### src/rtl/distance_pkg.sv
// ============================================================================
// Module  : distance_pkg
// Brief   : Shared FSM encoding, default thresholds and widths for distance_proc.
// Revision: 1.0 - initial release
// ============================================================================
`default_nettype none

package distance_pkg;

  typedef enum logic [1:0] {
    ST_IDLE = 2'd0,
    ST_AVG  = 2'd1,
    ST_CONV = 2'd2,
    ST_DONE = 2'd3
  } state_e;

  localparam logic [15:0] DEF_MAX_RANGE  = 16'd400;
  localparam logic [15:0] DEF_ALARM_NEAR = 16'd20;
  localparam logic [15:0] DEF_ALARM_FAR  = 16'd25;

  localparam int BCD_W     = 16;
  localparam int WIN_DEPTH = 4;
  localparam int SUM_W     = 18;

endpackage

`default_nettype wire

### src/rtl/distance_proc_bin2bcd_seq.sv
// ============================================================================
// Module  : bin2bcd_seq
// Brief   : 16-bit sequential double-dabble, one bit per cycle MSB first,
//           start/done handshake; result register holds between conversions.
// Revision: 1.0 - initial release
// ============================================================================
`default_nettype none

module bin2bcd_seq
  import distance_pkg::*;
(
  input  logic             clk,
  input  logic             rst,
  input  logic             start_i,
  input  logic [BCD_W-1:0] bin_i,
  output logic             last_o,
  output logic             done_o,
  output logic [BCD_W-1:0] bcd_o
);

  logic [BCD_W-1:0]   bin_q;
  logic [BCD_W-1:0]   work_q;
  logic [BCD_W-1:0]   work_adj;
  logic [2*BCD_W-1:0] step_shift;
  logic [BCD_W-1:0]   result_q;
  logic [3:0]         cnt_q;
  logic               active_q;
  logic               done_q;

  // Add-3 correction on every digit >= 5, then shift the pair {bcd, bin} left.
  always_comb begin
    work_adj = work_q;
    for (int i = 0; i < BCD_W / 4; i++) begin
      if (work_q[4*i +: 4] >= 4'd5) begin
        work_adj[4*i +: 4] = work_q[4*i +: 4] + 4'd3;
      end
    end
    step_shift = {work_adj, bin_q} << 1;
  end

  always_ff @(posedge clk or posedge rst) begin
    if (rst) begin
      bin_q    <= '0;
      work_q   <= '0;
      result_q <= '0;
      cnt_q    <= '0;
      active_q <= 1'b0;
      done_q   <= 1'b0;
    end else begin
      done_q <= 1'b0;
      if (start_i) begin
        bin_q    <= bin_i;
        work_q   <= '0;
        cnt_q    <= '0;
        active_q <= 1'b1;
      end else if (active_q) begin
        bin_q  <= step_shift[BCD_W-1:0];
        work_q <= step_shift[2*BCD_W-1:BCD_W];
        cnt_q  <= cnt_q + 4'd1;
        if (cnt_q == 4'd15) begin
          active_q <= 1'b0;
          done_q   <= 1'b1;
          result_q <= step_shift[2*BCD_W-1:BCD_W];
        end
      end
    end
  end

  assign last_o = active_q && (cnt_q == 4'd15);
  assign done_o = done_q;
  assign bcd_o  = result_q;

endmodule

`default_nettype wire

### src/rtl/distance_proc.sv
// ============================================================================
// Module  : distance_proc
// Brief   : Range-checks distance samples, averages a 4-deep window and emits
//           packed BCD. Optional proximity alarm enabled by DIST_ALARM_EN.
// Revision: 1.0 - initial release
// ============================================================================
`default_nettype none

module distance_proc
  import distance_pkg::*;
#(
  parameter logic [15:0] MAX_RANGE  = DEF_MAX_RANGE,
  parameter logic [15:0] ALARM_NEAR = DEF_ALARM_NEAR,
  parameter logic [15:0] ALARM_FAR  = DEF_ALARM_FAR
) (
  input  logic             clk,
  input  logic             rst,
  input  logic [15:0]      distance_data,
  input  logic             distance_valid,
  output logic [BCD_W-1:0] bcd_data,
  output logic             bcd_valid,
  output logic             out_of_range,
  output logic             overrun,
  output logic             busy
`ifdef DIST_ALARM_EN
  ,
  output logic             alarm
`endif
);

  if (MAX_RANGE > 16'd9999 || ALARM_FAR <= ALARM_NEAR) begin : g_cfg_bad
    $error("distance_proc: illegal parameter set");
  end

  state_e                     state_q, state_d;
  logic [WIN_DEPTH-1:0][15:0] win_q;
  logic                       filled_q;
  logic                       oor_q;
  logic                       overrun_q;
  logic [SUM_W-1:0]           sum;
  logic [15:0]                avg;
  logic                       in_range;
  logic                       accept;
  logic                       reject;
  logic                       drop;
  logic                       conv_last;

  assign in_range = (distance_data != 16'd0) && (distance_data <= MAX_RANGE);
  assign sum      = SUM_W'(win_q[0]) + SUM_W'(win_q[1]) + SUM_W'(win_q[2]) + SUM_W'(win_q[3]);
  assign avg      = 16'(sum >> 2);

  always_ff @(posedge clk or posedge rst) begin
    if (rst) state_q <= ST_IDLE;
    else     state_q <= state_d;
  end

  always_comb begin
    state_d = state_q;
    accept  = 1'b0;
    reject  = 1'b0;
    drop    = 1'b0;
    case (state_q)
      ST_IDLE: begin
        if (distance_valid) begin
          if (in_range) begin
            accept  = 1'b1;
            state_d = ST_AVG;
          end else begin
            reject = 1'b1;
          end
        end
      end
      ST_AVG:  state_d = ST_CONV;
      ST_CONV: if (conv_last) state_d = ST_DONE;
      ST_DONE: state_d = ST_IDLE;
      default: state_d = ST_IDLE;
    endcase
    // Samples arriving mid-conversion are discarded without range checking.
    if (state_q != ST_IDLE) drop = distance_valid;
  end

  // The first accepted sample after reset primes the whole window.
  always_ff @(posedge clk or posedge rst) begin
    if (rst) begin
      win_q     <= '0;
      filled_q  <= 1'b0;
      oor_q     <= 1'b0;
      overrun_q <= 1'b0;
    end else begin
      overrun_q <= drop;
      if (accept) begin
        oor_q    <= 1'b0;
        filled_q <= 1'b1;
        if (!filled_q) win_q <= {WIN_DEPTH{distance_data}};
        else           win_q <= {win_q[WIN_DEPTH-2:0], distance_data};
      end else if (reject) begin
        oor_q <= 1'b1;
      end
    end
  end

`ifdef DIST_ALARM_EN
  logic alarm_q;

  // Hysteresis: set below NEAR, clear at or above FAR, hold in between.
  always_ff @(posedge clk or posedge rst) begin
    if (rst) begin
      alarm_q <= 1'b0;
    end else if (state_q == ST_AVG) begin
      if (avg < ALARM_NEAR)      alarm_q <= 1'b1;
      else if (avg >= ALARM_FAR) alarm_q <= 1'b0;
    end
  end

  assign alarm = alarm_q;
`endif

  bin2bcd_seq u_bin2bcd (
    .clk     (clk),
    .rst     (rst),
    .start_i (state_q == ST_AVG),
    .bin_i   (avg),
    .last_o  (conv_last),
    .done_o  (bcd_valid),
    .bcd_o   (bcd_data)
  );

  assign out_of_range = oor_q;
  assign overrun      = overrun_q;
  assign busy         = (state_q != ST_IDLE);

endmodule

`default_nettype wire
### config.mk
export PLATFORM = sky130hd
export DESIGN_NAME = distance_proc
export DESIGN_NICKNAME = d
export VERILOG_FILES = /design/src/rtl/distance_pkg.sv /design/src/rtl/distance_proc_bin2bcd_seq.sv /design/src/rtl/distance_proc.sv
export SDC_FILE = /design/constraint.sdc
export NUM_CORES = 1
export LEC_CHECK = 0
export CAP_MARGIN = 10
export CORE_MARGIN = 10
export CORE_UTILIZATION = 60
export CTS_BUF_LIST = sky130_fd_sc_hd__clkbuf_16
export DETAILED_ROUTE_END_ITERATION = 10
export PLACE_DENSITY_LB_ADDON = 0.25
export SLEW_MARGIN = 20
export SYNTH_ARGS = -nofsm -noshare
export SYNTH_HDL_FRONTEND = slang
export SYNTH_SLANG_ARGS = --single-unit
### constraint.sdc
create_clock -name clk -period 7.26 [get_ports clk]
set_input_delay 2.178 -clock clk [delete_from_list [all_inputs] [get_ports clk]]
set_output_delay 2.178 -clock clk [all_outputs]
set_load 0.01 [all_outputs]
### Yosys cells after proc, flatten, opt, wreduce, memory -nomap -nowiden

Cells that the tools add are included.

| storage, ports and cells | value |
|---|---|
| register bits after elaboration | 123 |
| input bits | 19 |
| output and inout bits | 20 |
| word-level logic and storage cells | 74 |

| cells by class | value |
|---|---|
| add/sub/neg operators | 8 |
| $lt $le $gt $ge | 5 |
| equality and inequality tests | 7 |
| mux-type cells | 30 |
| bitwise operators | 1 |
| reduce and logical (&&, ||, !) cells | 9 |

Operator list:

| operator | number |
|---|---|
| 16-bit 2-to-1 mux | 4 |
| 64-bit 2-to-1 mux | 1 |
| 4-bit 2-to-1 mux | 5 |
| 17-bit by 16-bit adder with 18-bit output | 1 |
| 18-bit by 16-bit adder with 18-bit output | 1 |
| 16-bit by 16-bit adder with 17-bit output | 1 |
| 4-bit by 3-bit greater-or-equal comparator with 1-bit output (second input constant) | 4 |
| 16-bit by 9-bit less-or-equal comparator with 1-bit output (second input constant) | 1 |
| 16-bit nonzero test | 1 |
| 1-bit 2-to-1 mux | 15 |
| 4-bit by 2-bit adder with 4-bit output (second input constant) | 3 |
| 2-bit case mux with 4 select lines | 1 |
| 2-bit 2-to-1 mux | 3 |
| 2-bit != test (second input constant) | 3 |
| 3-bit AND reduction | 2 |
| 2-bit nonzero test | 3 |
| 4-bit by 1-bit adder with 4-bit output (second input constant) | 1 |
| 2-bit equality test (second input constant) | 2 |
| 4-bit equality test (second input constant) | 1 |
| 3-bit by 2-bit adder with 3-bit output (second input constant) | 1 |
| 3-bit 2-to-1 mux | 1 |
| 2-bit by 1-bit equality test with 1-bit output (second input constant) | 1 |
| 1-bit logical AND | 2 |
| 2-bit zero test | 1 |
| 1-bit inverter | 1 |

### Depth between registers and ports, before layout

Gate-level depths: netlist (run 1).

| depth | value |
|---|---|
| depth in word-level cells | 7 |
| depth in mapped cells | 12 |
| mapped depth without buffers | 12 |

### Cells and area by module

Synthesis (run 1) repeated with hierarchy kept, for this count alone.

| second synthesis, totals | value |
|---|---|
| cells, all modules | 805 |
| area total of the unflattened synthesis | 7250.7 µm² |

Modules (own cells, without submodules):

| module | times used | cells each | area each (µm²) | seq. area each (µm²) |
|---|---|---|---|---|
| distance_proc | 1 | 529 | 4594.4 | 1726.7 |
| bin2bcd_seq | 1 | 276 | 2656.3 | 1351.3 |

### Least setup slack after synthesis (run 1)

Ideal clock, no wire load.

| path | value |
|---|---|
| path kind | input to register |
| start point | input distance_data[3] |
| end point | register state_q[1] |
| arrival time | 3615 ps |
| slack | 3520 ps |
| cell stages on the path | 5 |
| buffers on the path | 0 |
| cells stage by stage | o41ai_1 a21oi_1 or3b_2 a22oi_2 mux2_2 |

| on the way | value |
|---|---|
| longest elaborated chain between the ends | 4 |

RTL lines:

| what | line | source |
|---|---|---|
| start: declaration | distance_proc.sv:18 | `input logic [15:0] distance_data,` |
| 16-bit by 9-bit less-or-equal comparator with 1-bit output / 16-bit nonzero test (equally long branches) | distance_proc.sv:48 | `assign in_range = (distance_data != 16'd0) && (distance_data <= MAX_RANGE);` |
| 1-bit logical AND (*) | distance_proc.sv:48 |  |
| 2-bit != test (no line) (*) | - |  |
| 3-bit AND reduction (no line) (*) | - |  |
| end signal: assignment | distance_proc.sv:54 | `else state_q <= state_d;` |
| end: declaration | distance_proc.sv:35 | `state_e state_q, state_d;` |

Mark *: on every way between the ends. The rest lies on a longest branch, timed or not.
A chain may end at the register's enable or synchronous reset.

### Final worst setup path (run 1)

| path | value |
|---|---|
| start point | input distance_data[3] |
| end point | register win_q[30] (netlist name) |

| on the way | value |
|---|---|
| longest elaborated chain between the ends | 5 |

RTL lines:

| what | line | source |
|---|---|---|
| 16-bit by 9-bit less-or-equal comparator with 1-bit output / 16-bit nonzero test (equally long branches) | distance_proc.sv:48 |  |
| 1-bit logical AND (*) | distance_proc.sv:48 |  |
| 1-bit 2-to-1 mux (*) | distance_proc.sv:65 | `if (in_range) begin` |
| 1-bit 2-to-1 mux (*) | distance_proc.sv:64 | `if (distance_valid) begin` |
| 1-bit 2-to-1 mux (*) | distance_proc.sv:62 | `case (state_q)` |
| end signal: assignment | distance_proc.sv:94 | `if (!filled_q) win_q <= {WIN_DEPTH{distance_data}};` |
| end signal: assignment | distance_proc.sv:95 | `else win_q <= {win_q[WIN_DEPTH-2:0], distance_data};` |
| end: declaration | distance_proc.sv:36 | `logic [WIN_DEPTH-1:0][15:0] win_q;` |

Marked as above.

==> metrics.md, run 1 <==
| Metric | Value |
|---|---|
| Setup CP Type | in2reg |
| Nets@finish | 889 |
| Post-CTS setup repair buffer count | 0 |
| Worst path required time | 7.60 ns |
| Largest net degree at the start of global routing | 88 |
| Synth Instances | 789 |
| Final WS setup | 3.13 ns |
| Via count | 5445 |
| Worst vdd ir | 0.179 mV |
| Clock buffer count from CTS | 17 |
| Crit. End Element | flop |
| IO buf count | 38 |
| Num rows | 40 |
| Setup tns final | 0 ns |
| Max-Cap Viols | 0 |
| Startpoint types | primary input |
| Final setup viols | 0 |
| Power Dens Cells | 416 mW/mm2 |
| Syn nets | 867 |
| First-pass GRT wire length | 24500 um |
| CTS resizes | 0 |
| Register area share after synthesis | 0.425 |
| Hold WC Path Type | reg2reg |
| Fin util | 0.691 |
| Synth Register Bits | 123 |
| ANT nets after route | 0 |
| Placed cell area | 0.00768 mm2 |
| Relative max-transition margin | 0.316 |
| Placeable core area | 0.0119 mm2 |
| Area Growth Syn to Fin | 13.6% |
| # DRC | 0 |
| Worst skew pair latency | 0.42 ns |
| Ports | 39 |
| Final wirelength | 14000 um |
| Global Route Usage Sum | 0.178 |
| Vias per cell | 5.61 |
| Max Slew Vio Count | 0 |
| Fin. Hold Viols | 0 |
| Cell area after synthesis | 0.00724 mm2 |
| CTS sink cnt | 123 |
| Initial DRC Count | 423 |
| Run status | completed |
| Ratio of cells with drive above 1 in the final layout | 0.0607 |
| DRT Pass-1 Iters | 5 |
| Worst-path clk slew | 0.05 ns |
| EDFF count, synth | 0 |
| TritonCTS clock tree | yes |
| CTS Hold Bufs | 0 |
| Share of the synthesized area in the top cell type | 0.425 |
| Tot Pwr | 3.43 mW |
| Critical path arrival | 4.46 ns |
| Initial Utilization | 0.608 |
| Diode count | 0 |
| Vias in the first global route | 5421 |
| GR Overflow Total | 0 |
| DR WL/cell | 14.4 um |
| Final period util | 0.569 |
| Die ar. | 0.0169 mm2 |
| HPWL Detailed | 9860 um |
| Commonest cells after routing, fill and taps aside | a21oi_1 (137), dfrtp_1 (121), inv_1 (110) |
| Gpl congestion | 0.805 |
| Clock Tree Buf Depth | 2 |
| Die W | 130 um |
| Clock Skew | 0.00654 ns |
| Post-Place Setup Slack | 2.72 ns |
| Ys Warns | 0 |
| RSZ-0062 raised after global routing | false |
| Worst hold slack | 0.498 ns |
| CTS H-tree lvls | 4 |
| Finished Cell Area | 0.00823 mm2 |
| Mean Syn Cell Area | 9.18 um2 |
| Top cells by area, synth | dfrtp_1 (43%), a21oi_1 (9.5%), fa_1 (8.8%) |
| Die Y | 130 um |
| Post-synthesis async set-or-reset flop share | 1.00 |
| Crit-path max FO | 67 |
| Post-synth cell types | 51 |
| Initial antenna violation count | 0 |
| Root buffer selected by CTS | clkbuf_16 |
| Synth Flop Type | dfrtp_1 |
| Area leader, netlist | dfrtp_1 |
| Most common cell after layout, fill and taps aside | a21oi_1 |
| Non-Filler Instances | 971 |
| Leak | 3.91 nW |
| Max Freq | 242 MHz |
| Worst slew pin tran | 1.03 ns |
| Tmin final | 4.13 ns |
| Inst Count DP | 939 |
## Yosys cell counts (20+ instances only)
library cell  number
a21oi_1          137
dfrtp_1          123
inv_1            109
nor2_1           102
fa_1              32
nand2_1           32
o21ai_0           29
ha_1              27
mux2i_1           23
nor2b_1           21
clkbuf_1          20
## where the power goes
part	leakage [nW]	switching, mW	internal, mW
Sequential	1.55	0.161	0.870
Clock	0.269	0.283	0.489
Combinational	2.09	0.903	0.719
## registers in the layout, summed over array words and instances (netlist names)
register / flops
out_of_range: 1
overrun: 1
u_bin2bcd.cnt_q: 4
u_bin2bcd.bcd_o: 16
u_bin2bcd.bin_q: 16
state_q: 2
filled_q: 1
u_bin2bcd.active_q: 1
win_q: 64
u_bin2bcd.work_q: 16
u_bin2bcd.done_o: 1
## logic make-up after synthesis
| group | count (synthesis) | synth area share |
|---|---|---|
| AOI/OAI and AO/OA | 208 | 0.162 |
| and+or+nand+nor | 203 | 0.133 |
| buffers and inverters | 148 | 0.0790 |
| DFF | 123 | 0.425 |
| adders and majority gates | 59 | 0.135 |
| muxes | 34 | 0.0489 |
| xor gates and xnor gates | 14 | 0.0169 |
## critical path, stage by stage
cell,delay [ns]
clkdlybuf4s50_1,0.45
o41ai_1,0.52
a21oi_1,0.20
nor4b_4,0.30
buf_4,0.54
nor2_1,0.09
a21oi_1,0.15
## final cells by class
class                   count  area, um2
clock inverters            15        115
inverters                 109        414
flip-flops and latches    123       3080
well taps                 147        184
clock buffers              17        425
repair buffers             42        410
multi-input cells         518       3600
fillers                   957       3680
## layer usage
layer	up-vias	wire (um)	global-route usage
li1	2666	-	-
met1	2640	6340	0.220
met2	114	6860	0.293
met3	25	555	0.0418
met4	0	272	0.0754
met5	-	0	0
## worst paths after layout
| check | start | slack (ns) | endpoint | cells after the start |
|---|---|---|---|---|
| worst max-delay path | distance_data[3] | 3.13 | win_q[30]$_DFFE_PP0P_ | 7 |
| worst min-delay path | out_of_range$_DFFE_PP0P_ | 0.50 | out_of_range$_DFFE_PP0P_ | 2 |
| worst max register to register | win_q[1]$_DFFE_PP0P_ | 3.68 | u_bin2bcd.bin_q[11]$_DFFE_PP0P_ | 12 |
| worst min register to register | out_of_range$_DFFE_PP0P_ | 0.50 | out_of_range$_DFFE_PP0P_ | 2 |
| max in group asynchronous | rst | 3.97 | filled_q$_DFFE_PP0P_ | 3 |
| min in group asynchronous | rst | 2.30 | win_q[49]$_DFFE_PP0P_ | 2 |
No activity file was read; power rests on OpenSTA's default activity.
==> run 2: changes to the inputs <==
--- a/config.mk
+++ b/config.mk
@@ -7,7 +7,7 @@
 export LEC_CHECK = 0
 export CAP_MARGIN = 10
 export CORE_MARGIN = 10
-export CORE_UTILIZATION = 60
+export CORE_UTILIZATION = 55
 export CTS_BUF_LIST = sky130_fd_sc_hd__clkbuf_16
 export DETAILED_ROUTE_END_ITERATION = 10
 export PLACE_DENSITY_LB_ADDON = 0.25
==> constraint.sdc (replaced) <==
create_clock -name clk -period 3.6 [get_ports clk]
set_input_delay 1.08 -clock clk [delete_from_list [all_inputs] [get_ports clk]]
set_output_delay 1.08 -clock clk [all_outputs]
set_load 0.01 [all_outputs]
==> run 2 against run 1 <==
Global-route usage down 1.1 points. First-iteration DRC count fell by 23%. Cell count is 3.0% higher. Design area up 1.4%. Wire length up 1.9%. Sequential cell count did not move. Sequential power increased by 97%. Highest routed layer unchanged.
==> metrics.md, run 2 (synthesis gave the netlist of run 1 again) <==
| Metric | Value |
|---|---|
| Run status | completed (unchanged) |
| RSZ-0062 raised after global routing | false (unchanged) |
| Worst vdd ir | 0.409 mV (was 0.179 mV) |
| Setup tns final | 0 ns (unchanged) |
| Min-Delay Endpoint | out_of_range$_DFFE_PP0P_ (unchanged) |
| Crit-path max FO | 6 (was 67) |
| First-pass GRT wire length | 25200 um (was 24500 um) |
| Clock Skew | 0.0124 ns (was 0.00654 ns) |
| Hold Crit Depth | 2 (unchanged) |
| Setup CP Type | reg2reg (was in2reg) |
| Initial DRC Count | 325 (was 423) |
| Power Dens Cells | 838 mW/mm2 (was 416 mW/mm2) |
| GR Overflow Total | 0 (unchanged) |
| Reg2Reg Capture Point | u_bin2bcd.bin_q[11]$_DFFE_PP0P_ (unchanged) |
| Hold WC Path Type | reg2reg (unchanged) |
| Fill cells | 1013 (was 957) |
| Worst hold start | out_of_range$_DFFE_PP0P_ (unchanged) |
| Crit. End Element | flop (unchanged) |
| CTS H-tree lvls | 4 (unchanged) |
| TritonCTS clock tree | yes (unchanged) |
| IO buf count | 38 (unchanged) |
| Final WS setup | 0.119 ns (was 3.13 ns) |
| Placeable core area | 0.0128 mm2 (was 0.0119 mm2) |
| Final setup viols | 0 (unchanged) |
| Max Freq | 287 MHz |
| Largest Register | win_q (unchanged) |
| Num rows | 41 (was 40) |
| Seq. cell area | 0.00308 mm2 (unchanged) |
| Crit path cell chain | inv_1, fa_1, inv_1, fa_1, nand2_1, nor2_1, fa_2, a21o_1, a221o_1, a211o_4, a211o_1, o211a_1 (was clkdlybuf4s50_1, o41ai_1, a21oi_1, nor4b_4, buf_4, nor2_1, a21oi_1) |
| Initial antenna violation count | 0 (unchanged) |
| Initial Utilization | 0.567 (was 0.608) |
| Diode count | 0 (unchanged) |
| Global Route Usage Sum | 0.167 (was 0.178) |
| Clock buffer count from CTS | 17 (unchanged) |
| Root buffer selected by CTS | clkbuf_16 (unchanged) |
| Vias in the first global route | 5479 (was 5421) |
| Max-Cap Viols | 0 (unchanged) |
| Fin util | 0.653 (was 0.691) |
| Multi-input logic area | 0.00361 mm2 (was 0.00360 mm2) |
| Clock Tree Buf Depth | 2 (unchanged) |
| Vias per cell | 5.46 (was 5.61) |
| Final wirelength | 14300 um (was 14000 um) |
| Max reg flops | 64 (unchanged) |
| Ports | 39 (unchanged) |
| Final period util | 0.967 |
| Max Slew Vio Count | 0 (unchanged) |
| Worst skew pair latency | 0.42 ns (about the same) |
| Worst-path clk slew | 0.05 ns (about the same) |
| Fin. Hold Viols | 0 (unchanged) |
| Ratio of cells with drive above 1 in the final layout | 0.0700 (was 0.0607) |
| CTS sink cnt | 123 (unchanged) |
| Worst path required time | 3.90 ns (was 7.60 ns) |
| DRT Pass-1 Iters | 5 (unchanged) |
| ANT nets after route | 0 (unchanged) |
| Largest stage delay on the critical path | 0.54 ns (about the same) |
| Die Y | 135 um (was 130 um) |
| Die W | 135 um (was 130 um) |
| DR WL/cell | 14.3 um (was 14.4 um) |
| Tot Pwr | 7.00 mW (was 3.43 mW) |
| HPWL Detailed | 9950 um (was 9860 um) |
| Post-Place Setup Slack | 0.0761 ns (was 2.72 ns) |
| R2r setup slk | 0.12 ns (was 3.68 ns) |
| Nets@finish | 893 (was 889) |
| FF-to-FF path depth | 12 (unchanged) |
| Via count | 5463 (was 5445) |
| Gpl congestion | 0.865 (was 0.805) |
| Relative max-transition margin | 0.466 (was 0.316) |
| Worst slew pin tran | 0.800 ns (was 1.03 ns) |
| Worst r2r src | win_q[1]$_DFFE_PP0P_ (unchanged) |
| Area Growth Syn to Fin | 15.2% (was 13.6%) |
| Tmin final | 3.48 ns |
| CP max stage cell | fa_1 (was buf_4) |
| Largest net degree at the start of global routing | 124 (was 88) |
| Most common cell after layout, fill and taps aside | a21oi_1 (unchanged) |
| Leak | 3.94 nW (was 3.91 nW) |
| Critical path arrival | 3.78 ns (was 4.46 ns) |
| Startpoint types | flop (was primary input) |
| Die ar. | 0.0182 mm2 (was 0.0169 mm2) |
| Commonest cells after routing, fill and taps aside | a21oi_1 (137), dfrtp_1 (121), inv_1 (111) (was a21oi_1 (137), dfrtp_1 (121), inv_1 (110)) |
| # DRC | 0 (unchanged) |
run 2: worst max-delay path: cells and delay by family (launching register included):
family                     cells  cell delay, ns
and+or+nand+nor                2            0.14
buffers and inverters          2            0.12
DFF                            1            0.34
AOI/OAI and AO/OA              5            1.40
adders and majority gates      3            1.37
run 2: what timing repair did:
action	in CTS	in global routing
gates resized for setup	0	3
hold buffers	0	0
buffers inserted	0	1
setup endpoints to repair	0	3
run 2: through the flow:
step | std cells | cell area (um2) | hold slack [ns]
final | 1000 | 8340 | 0.502
after global routing | 1000 | 8340 | 0.514
after global placement | 967 | 7780 | 0.482
after floorplan | 789 | 7250 | 0.489
after detailed placement | 967 | 7780 | 0.494
after CTS | 999 | 8320 | 0.509
run 2: how the worst max path moves through the flow:
stage | slack, ns | start | to | cells past startpoint
global route | 0.005 | win_q[1]$_DFFE_PP0P_ | u_bin2bcd.bin_q[11]$_DFFE_PP0P_ | 12
CTS | 0.07 | win_q[1]$_DFFE_PP0P_ | u_bin2bcd.bin_q[11]$_DFFE_PP0P_ | 12
global placement | 0.16 | win_q[1]$_DFFE_PP0P_ | u_bin2bcd.bin_q[11]$_DFFE_PP0P_ | 12
detailed placement | 0.08 | win_q[1]$_DFFE_PP0P_ | u_bin2bcd.bin_q[11]$_DFFE_PP0P_ | 12
finish | 0.12 | win_q[1]$_DFFE_PP0P_ | u_bin2bcd.bin_q[11]$_DFFE_PP0P_ | 12
floorplan | 0.29 | win_q[1]$_DFFE_PP0P_ | u_bin2bcd.bin_q[11]$_DFFE_PP0P_ | 12
run 2: area by class of cell:
type                       count  share of cell area
multi-input combinational    518               0.433
tap                          172              0.0258
timing repair buffer          46              0.0573
clock inverter                15              0.0139
clock buffer                  17              0.0510
inverter                     109              0.0495
sequential                   123               0.369
run 2: where the power goes:
| group | total (mW) | leakage (nW) | switching [mW] | internal [mW] |
|---|---|---|---|---|
| sequential | 2.03 | 1.55 | 0.279 | 1.76 |
| clock | 1.56 | 0.275 | 0.575 | 0.988 |
| combinational | 3.40 | 2.12 | 1.89 | 1.51 |
run 2: per-layer routing:
layer | share of wire | global-route usage | up-vias
li1 | - | - | 2672
met1 | 0.45 | 0.208 | 2659
met2 | 0.49 | 0.276 | 116
met3 | 0.044 | 0.0445 | 16
met4 | 0.014 | 0.0538 | 0
met5 | 0 | 0 | -
